===== src/rtl/uart_frame_pkg.sv =====
// Shared definitions for the uart work-frame receiver.
// Purpose : framing byte values (sync marker, ACK and NAK reply codes) and the
//           receiver state encoding.
// Ports   : none (package).
`timescale 1ns/1ps

package uart_frame_pkg;

  localparam logic [7:0] SYNC_BYTE = 8'hA5;
  localparam logic [7:0] ACK_BYTE  = 8'h06;
  localparam logic [7:0] NAK_BYTE  = 8'h15;

  typedef enum logic [2:0] {
    IDLE,
    PAYLOAD,
    CHECK,
    DELIVER,
    REPLY
  } frame_state_t;

endpackage


===== src/rtl/uart_frame_timeout.sv =====
// Inter-byte watchdog for the work-frame receiver.
// Purpose : counts cycles without a received byte while enabled and flags
//           expiry once CYCLES-1 enabled cycles have elapsed since the last clear.
// Ports   :
//   clock    in  system clock
//   reset    in  asynchronous, active-low reset
//   clear    in  restart the interval (a byte arrived, or the watchdog is idle)
//   enable   in  count this cycle
//   expired  out interval used up
`timescale 1ns/1ps

module uart_frame_timeout #(
  parameter int CYCLES = 5_000_000
) (
  input  logic clock,
  input  logic reset,
  input  logic clear,
  input  logic enable,
  output logic expired
);

  localparam int CNT_W = (CYCLES > 1) ? $clog2(CYCLES) : 1;
  localparam logic [CNT_W-1:0] LOAD = CNT_W'(CYCLES - 1);

  logic [CNT_W-1:0] remaining;

  // Holds the number of cycles left; a freshly loaded value means "zero cycles
  // elapsed", so reset and clear both load it. Saturates at zero.
  always_ff @(posedge clock or negedge reset) begin
    if (!reset) begin
      remaining <= LOAD;
    end else if (clear) begin
      remaining <= LOAD;
    end else if (enable && (remaining != '0)) begin
      remaining <= remaining - 1'b1;
    end
  end

  assign expired = (remaining == '0);

endmodule


===== src/rtl/uart_work_receiver.sv =====
// Mining-work frame receiver.
// Purpose : assembles SYNC + payload + XOR checksum frames from the uart
//           receive strobe into one wide work word, hands it over with a
//           valid/ready handshake and answers the host with ACK or NAK.
// Ports   :
//   clock       in  system clock
//   reset       in  asynchronous, active-low reset
//   rxce        in  strobe: rx holds a received byte
//   rx          in  received byte
//   frmero      in  framing error on the strobed byte
//   bsy         in  uart transmitter busy
//   txce        out strobe: transmit tx
//   tx          out reply byte (held until the next reply)
//   work        out assembled payload, first byte in the top bits
//   work_valid  out work is stable and checksum-correct
//   work_ready  in  consumer accepts work
//   overrun     out sticky: byte dropped while delivering or replying
//   err_count   out saturating count of rejected frames
`timescale 1ns/1ps

module uart_work_receiver
  import uart_frame_pkg::*;
#(
  parameter int PAYLOAD_BYTES  = 80,
  parameter int TIMEOUT_CYCLES = 5_000_000
) (
  input  logic                       clock,
  input  logic                       reset,
  input  logic                       rxce,
  input  logic [7:0]                 rx,
  input  logic                       frmero,
  input  logic                       bsy,
  output logic                       txce,
  output logic [7:0]                 tx,
  output logic [PAYLOAD_BYTES*8-1:0] work,
  output logic                       work_valid,
  input  logic                       work_ready,
  output logic                       overrun,
  output logic [7:0]                 err_count
);

  localparam int WORK_W = PAYLOAD_BYTES * 8;
  localparam int IDX_W  = (PAYLOAD_BYTES > 1) ? $clog2(PAYLOAD_BYTES) : 1;
  localparam logic [IDX_W-1:0] LAST_IDX = IDX_W'(PAYLOAD_BYTES - 1);

  frame_state_t     state, next_state;
  logic [IDX_W-1:0] index, next_index;
  logic [7:0]       chk, next_chk;
  logic [WORK_W-1:0] next_work;
  logic             next_work_valid;
  logic             next_txce;
  logic [7:0]       next_tx;
  logic             next_overrun;
  logic [7:0]       next_err_count;
  logic             reply_nak, next_reply_nak;
  logic             go_nak;

  logic tmo_active;
  logic tmo_expired;
  logic timed_out;

  // The watchdog only runs while a frame is in flight; any byte restarts it,
  // and outside the frame it is held cleared so it starts fresh on the next one.
  assign tmo_active = (state == PAYLOAD) || (state == CHECK);

  uart_frame_timeout #(
    .CYCLES (TIMEOUT_CYCLES)
  ) u_timeout (
    .clock   (clock),
    .reset   (reset),
    .clear   (rxce || !tmo_active),
    .enable  (tmo_active),
    .expired (tmo_expired)
  );

  // A byte arriving in the expiry cycle takes precedence over the timeout.
  assign timed_out = tmo_active && tmo_expired && !rxce;

  // State and datapath registers.
  always_ff @(posedge clock or negedge reset) begin
    if (!reset) begin
      state      <= IDLE;
      index      <= '0;
      chk        <= '0;
      work       <= '0;
      work_valid <= 1'b0;
      txce       <= 1'b0;
      tx         <= 8'h00;
      overrun    <= 1'b0;
      err_count  <= 8'h00;
      reply_nak  <= 1'b0;
    end else begin
      state      <= next_state;
      index      <= next_index;
      chk        <= next_chk;
      work       <= next_work;
      work_valid <= next_work_valid;
      txce       <= next_txce;
      tx         <= next_tx;
      overrun    <= next_overrun;
      err_count  <= next_err_count;
      reply_nak  <= next_reply_nak;
    end
  end

  // Next-state and output logic. Every rejection path funnels through go_nak so
  // the error counter and the NAK reply are always set together.
  always_comb begin
    next_state      = state;
    next_index      = index;
    next_chk        = chk;
    next_work       = work;
    next_work_valid = work_valid;
    next_txce       = 1'b0;
    next_tx         = tx;
    next_overrun    = overrun;
    next_err_count  = err_count;
    next_reply_nak  = reply_nak;
    go_nak          = 1'b0;

    case (state)
      IDLE: begin
        if (rxce && !frmero && (rx == SYNC_BYTE)) begin
          next_state = PAYLOAD;
          next_index = '0;
          next_chk   = '0;
        end
      end

      PAYLOAD: begin
        if (rxce) begin
          if (frmero) begin
            go_nak = 1'b1;
          end else begin
            for (int i = 0; i < PAYLOAD_BYTES; i++) begin
              if (int'(index) == i) begin
                next_work[8*(PAYLOAD_BYTES-1-i) +: 8] = rx;
              end
            end
            next_chk = chk ^ rx;
            if (index == LAST_IDX) begin
              next_state = CHECK;
            end else begin
              next_index = index + 1'b1;
            end
          end
        end else if (timed_out) begin
          go_nak = 1'b1;
        end
      end

      CHECK: begin
        if (rxce) begin
          if (!frmero && (rx == chk)) begin
            next_state      = DELIVER;
            next_work_valid = 1'b1;
          end else begin
            go_nak = 1'b1;
          end
        end else if (timed_out) begin
          go_nak = 1'b1;
        end
      end

      DELIVER: begin
        if (rxce) begin
          next_overrun = 1'b1;
        end
        if (work_valid && work_ready) begin
          next_work_valid = 1'b0;
          next_reply_nak  = 1'b0;
          next_state      = REPLY;
        end
      end

      REPLY: begin
        if (rxce) begin
          next_overrun = 1'b1;
        end
        if (!bsy) begin
          next_txce  = 1'b1;
          next_tx    = reply_nak ? NAK_BYTE : ACK_BYTE;
          next_state = IDLE;
        end
      end

      default: begin
        next_state = IDLE;
      end
    endcase

    if (go_nak) begin
      next_state     = REPLY;
      next_reply_nak = 1'b1;
      if (err_count != 8'hFF) begin
        next_err_count = err_count + 8'd1;
      end
    end
  end

endmodule


===== config.mk =====
export PLATFORM = sky130hd
export DESIGN_NAME = uart_work_receiver
export DESIGN_NICKNAME = d
export VERILOG_FILES = /design/src/rtl/uart_frame_pkg.sv /design/src/rtl/uart_frame_timeout.sv /design/src/rtl/uart_work_receiver.sv
export SDC_FILE = /design/constraint.sdc
export NUM_CORES = 1
export LEC_CHECK = 0
export BUFFER_PORTS_ARGS = -buffer_cell sky130_fd_sc_hd__buf_2
export CAP_MARGIN = 10
export CORE_AREA = 10 10 251 253
export CTS_CLUSTER_SIZE = 25
export DETAILED_ROUTE_END_ITERATION = 10
export DIE_AREA = 0 0 261 263
export PLACE_DENSITY_LB_ADDON = 0.1
export SYNTH_ARGS = -nofsm -noshare
export SYNTH_HDL_FRONTEND = slang
export SYNTH_SLANG_ARGS = --single-unit

===== constraint.sdc =====
create_clock -name clock -period 6.5 [get_ports clock]
set_input_delay 1.3 -clock clock [delete_from_list [all_inputs] [get_ports clock]]
set_output_delay 1.3 -clock clock [all_outputs]
set_load 0.005 [all_outputs]

[Yosys cells after proc, flatten, opt, wreduce, memory -nomap -nowiden]
Index checks and enable logic that the tools add are counted.
Cells by class
  add/sub/neg operators: 3
  eq/ne operators: 102
  muxes and demuxes: 36
  bitwise logic cells: 3
  reductions and logical operators: 110
Operator list (number)
  7-bit equality test, second input constant: 49
  4-bit AND reduction: 82
  7-bit by 6-bit equality test with 1-bit output, second input constant: 16
  7-bit by 5-bit equality test with 1-bit output, second input constant: 8
  23-bit two-way mux: 2
  7-bit by 4-bit equality test with 1-bit output, second input constant: 4
  7-bit two-way mux: 4
  3-bit two-way mux: 9
  8-bit two-way mux: 3
  23-bit logical NOT: 1
  23-bit nonzero test: 1
  23-bit by 1-bit subtractor with 23-bit output, second input constant: 1
  3-bit != test, second input constant: 6
  8-bit one-hot mux with 2 select lines: 1
  3-bit one-hot mux with 5 select lines: 1
  7-bit by 3-bit equality test with 1-bit output, second input constant: 2
  7-bit one-hot mux with 2 select lines: 1
  1-bit two-way mux: 12
  2-bit != test, second input constant: 6
  2-bit nonzero test: 5
  8-bit by 1-bit adder with 8-bit output, second input constant: 1
  8-bit equality test: 1
  8-bit equality test, second input constant: 1
  8-bit != test, second input constant: 1
  20 further kinds: 36
Storage, ports and cells
  flip-flop bits (word level): 701
  input port bits: 14
  output and inout bits: 659
  word-level logic and storage cells: 344

[Logic depth before layout (Yosys ltp)]
  word-level depth: 9
  gate-level depth with buffers: 8
  mapped depth without buffers: 7

[Modules after synthesis]
A second synthesis with hierarchy kept.
Unflattened totals
  cell total of the unflattened synthesis: 1822
  area, all modules: 27948.1 um^2
Modules (own cells, without submodules)
  uart_work_receiver: times used 1, cells each 1693, area an instance 26640.6 um^2, sequential area each 16841.2 um^2
  uart_frame_timeout: times used 1, cells each 129, area an instance 1307.5 um^2, sequential area each 591.8 um^2

[Least setup slack after synthesis]
OpenSTA, ideal clock, no wires.
  path type: input to register
  from: in frmero
  to: reg work[192]
  setup time: 0.125 ns
  data arrival time: 2.851 ns
  data required time: 6.375 ns
  slack: 3.524 ns
  stages on the path: 6
  buffers on the path: 1
  cells stage by stage: nand2b_1 nor2_1 nand3_2 buf_4 nor2_4 mux2_2
On the way
  cells in the longest elaborated chain, start to end: 2
RTL lines
  start, declared: RTL line uart_work_receiver.sv:31  | input logic frmero,
  1-bit inverter (no source line)
  4-bit AND reduction (no source line)
  end signal, assigned: RTL line uart_work_receiver.sv:96  | work <= next_work;
  end, declared: RTL line uart_work_receiver.sv:35  | output logic [PAYLOAD_BYTES*8-1:0] work,
No other way between the ends.
A chain may end at the register's enable or synchronous reset.

[Final worst setup path]
  from: in frmero
  to: reg work[135]
The elaborated chain is that of the path after synthesis.

==> reports/metrics.csv <==
stage;metric;value;unit
timing;skew;0.0179;ns
finish;drive_gt1_share;61.2;%
placement;dp_hpwl;64600;µm
setup_path;critPathLaunchType;primary input;
setup_path;required;6.98;ns
setup_path;worstSetupPathType;in2reg;
logic_synthesis;synth-seq-cells;696;
clock_tree;post_cts_resized;0;
floorplanning;dieArea;68600;µm²
clock_tree;postCtsSetupBuffers;0;
drt;wirelength;92100;µm
timing;final.min_clock_period;3.29;ns
worst_hold_path;hold_path_class;reg2reg;
clock_tree;root_buffer;clkbuf_16;
timing;tightest_slew;1.06;ns
setup_path;crit_fanout;16;
clock_tree;holdBufCountCts;0;
logic_synthesis;syn_inst;1817;
timing;grt_setup_unrepaired;false;
setup_path;cp_data_arrival_time;3.77;ns
drt;viasPerCell;5.43;
global_route;grt-busiest-layer;met2;
logic_synthesis;synth-seq-area-share;62.7;%
placement;portBuffers;668;
global_route;grt_pass1_vias;18685;
timing;slew_violations;0;
timing;hold_viol;0;
global_route;gr-total-overflow;0;
clock_tree;clock_path_buffers;3;
global_route;use_met1;31.3;%
global_route;use_met3;8.15;%
logic_synthesis;ys.flop_type;dfrtp_1;
logic_synthesis;synth_cell_types;66;
global_route;use_met2;45.0;%
floorplanning;rows;89;
timing;slew_headroom;29.4;%
clock_tree;cts_htree_levels;3;
global_route;grtUsageTotal;26.4;%
job;cap_viol_max_count;0;
clock_tree;clk_latency;0.62;ns
timing;final-setup-viol-count;0;
global_route;grt_max_degree;169;
setup_path;crit_chain;buf_2, nand2b_1, nor2_1, nand3_2, nor2_2, mux2_2;
logic_synthesis;synth_edf_count;0;
global_route;antenna_found_initial;0;
drt;wl_per_cell;27.9;µm
clock_tree;cts.reportedPaths.clkPinSlew;0.06;ns
clock_tree;cts_tree;yes;
floorplanning;die_h;263;µm
drt;remaining_drc_errors;0;
power;ir_drop;214;µV
placement;place_congestion;0.829;
logic_synthesis;yosysWarnings;0;
finish;post_layout_nonfiller_instances;3305;
timing;whs;0.453;ns
power;powerDensity;285;nW/µm²
finish;area_delta_synth_final;23.2;%
timing;fmax;304;MHz
drt;drtIter0Drc;1154;
floorplanning;ioPinCount;673;
drt;dr.pass1.iters;5;
logic_synthesis;async_reset_ff_share;100;%
clock_tree;numCtsBuffers;72;
timing;fin_crit_sh;50.7;%
placement;dpl.cell_count;3174;
outcome;status;finished clean;
global_route;grt_pass1_wl;134000;µm
clock_tree;cts_sinks;696;
timing;fin_setup_tns;0;ns
finish;nNetsFinal;2497;
floorplanning;fp.dieW;261;µm
setup_path;end_kind;flop;
logic_synthesis;postSynthAreaPerCell;15.3;µm²
finish;antenna_cells;0;
floorplanning;core_area;58200;µm²
logic_synthesis;syn_area;27800;µm²
power;power.leakage;18.9;nW
drt;antenna_left;0;
setup_path;cpMaxStageDelayCell;nand3_2;
setup_path;cp_slowest_stage_delay;0.82;ns
drt;vias;17956;
floorplanning;start_util;47.8;%
## where the power goes
group	leakage [nW]	switching [mW]	total (mW)	internal [mW]
Combinational	8.13	0.576	0.940	0.364
Clock	1.16	1.72	4.10	2.37
Sequential	9.58	0.171	4.72	4.55
## worst max-delay path, delay by kind of cell
kind / cells / cell delay (ns)
AND/OR/NAND/NOR: 4 / 1.94
multiplexers: 1 / 0.40
buffers and inverters: 1 / 0.13
## cell families after synthesis
| logic type | Yosys count | share of synthesized area, % |
|---|---|---|
| other cells | 1 | 0.0135 |
| buf+inv | 108 | 1.62 |
| flops | 696 | 62.7 |
| simple gates | 267 | 6.97 |
| fa+ha+maj | 7 | 0.315 |
| xor+xnor | 26 | 0.818 |
| mux | 647 | 26.2 |
| compound gates | 65 | 1.43 |
## final cells by class
cell class | count | area [µm²]
Sequential cell | 696 | 17400
Tap cell | 773 | 967
Fill cell | 4720 | 24000
Clock buffer | 112 | 2150
Clock inverter | 18 | 203
Timing Repair Buffer | 684 | 3540
Multi-Input combinational cell | 1016 | 9960
Inverter | 6 | 22.5
## routing by layer
layer	up-vias	wire, µm
met3	111	7010
met4	0	2630
met2	539	46900
li1	7719	-
met1	9587	35600
met5	-	0
## path summary, 6_finish.rpt
path                           from        end  slack [ns]  cells past startpoint
min in group asynchronous     reset   work[20]        0.74                      1
min reg2reg                 overrun    overrun        0.45                      1
max reg2reg                state[0]  work[394]        3.25                      5
min                         overrun    overrun        0.45                      1
max in group asynchronous     reset  work[253]        4.21                      2
max                          frmero  work[135]        3.21                      6
## state kept, by name, summed over array words and instances (netlist names)
| name | count |
|---|---|
| index | 7 |
| txce | 1 |
| work_valid | 1 |
| reply_nak | 1 |
| err_count | 8 |
| work | 640 |
| tx | 3 |
| state | 3 |
| u_timeout.remaining | 23 |
| chk | 8 |
| overrun | 1 |
## synth_stat cells (4+ instances only)
cell | count | share of area [%]
nor3_1 | 11 | 0.20
nand2_1 | 35 | 0.47
inv_1 | 6 | 0.081
nand3_1 | 19 | 0.34
or2_2 | 4 | 0.090
nand4_1 | 8 | 0.18
o31ai_1 | 4 | 0.11
nand2_4 | 4 | 0.16
mux2_2 | 643 | 26
ha_1 | 7 | 0.31
nor2_8 | 8 | 0.58
nor2_2 | 15 | 0.34
xnor2_1 | 8 | 0.25
buf_4 | 7 | 0.19
xor2_1 | 18 | 0.57
or3_1 | 8 | 0.18
nand2b_1 | 15 | 0.34
dfstp_2 | 13 | 1.2
a21oi_1 | 10 | 0.18
nand2_2 | 8 | 0.18
nor2_1 | 36 | 0.49
nor2_4 | 45 | 1.8
and2_1 | 4 | 0.090
a31oi_1 | 4 | 0.090
buf_2 | 4 | 0.072
nor2b_1 | 6 | 0.13
o21ai_0 | 28 | 0.50
clkbuf_1 | 88 | 1.2
nand3_2 | 5 | 0.18
nor4_1 | 10 | 0.22
dfrtp_1 | 683 | 61
## through the flow
stage | total power, mW | setup slack [ns] | utilization, % | area [µm²]
after floorplan | 5.24 | 3.52 | - | 27800
after global placement | 5.72 | 2.66 | 54.8 | 31900
after detailed placement | 5.75 | 2.53 | 54.8 | 31900
after CTS | 9.86 | 3.19 | 58.9 | 34300
after global routing | 10.1 | 3.07 | 58.9 | 34300
final | 9.76 | 3.21 | 58.9 | 34300
## cell usage in the layout, fill, tap and decap left out, types with 5 or more instances in the layout
cell | synthesis | final
nor2_1 | 36 | 36
buf_4 | 7 | 20
or3_1 | 8 | 8
nand4_1 | 8 | 8
clkinv_2 | 0 | 9
o21ai_0 | 28 | 28
xnor2_1 | 8 | 8
nand2_2 | 8 | 10
clkbuf_8 | 0 | 16
nor3_1 | 11 | 10
dfrtp_1 | 683 | 683
nand2b_1 | 15 | 15
dfstp_2 | 13 | 13
nor4_1 | 10 | 10
nor2b_1 | 6 | 6
nand3_2 | 5 | 5
ha_1 | 7 | 7
nand2_1 | 35 | 33
buf_2 | 4 | 659
clkinv_8 | 0 | 5
nor2_2 | 15 | 15
xor2_1 | 18 | 18
nand3_1 | 19 | 19
nor2_4 | 45 | 45
mux2_2 | 643 | 643
inv_1 | 6 | 6
clkbuf_1 | 88 | 22
clkbuf_16 | 0 | 74
a21oi_1 | 10 | 10
nor2_8 | 8 | 8
Note: power is estimated with default switching activity, not from simulation.
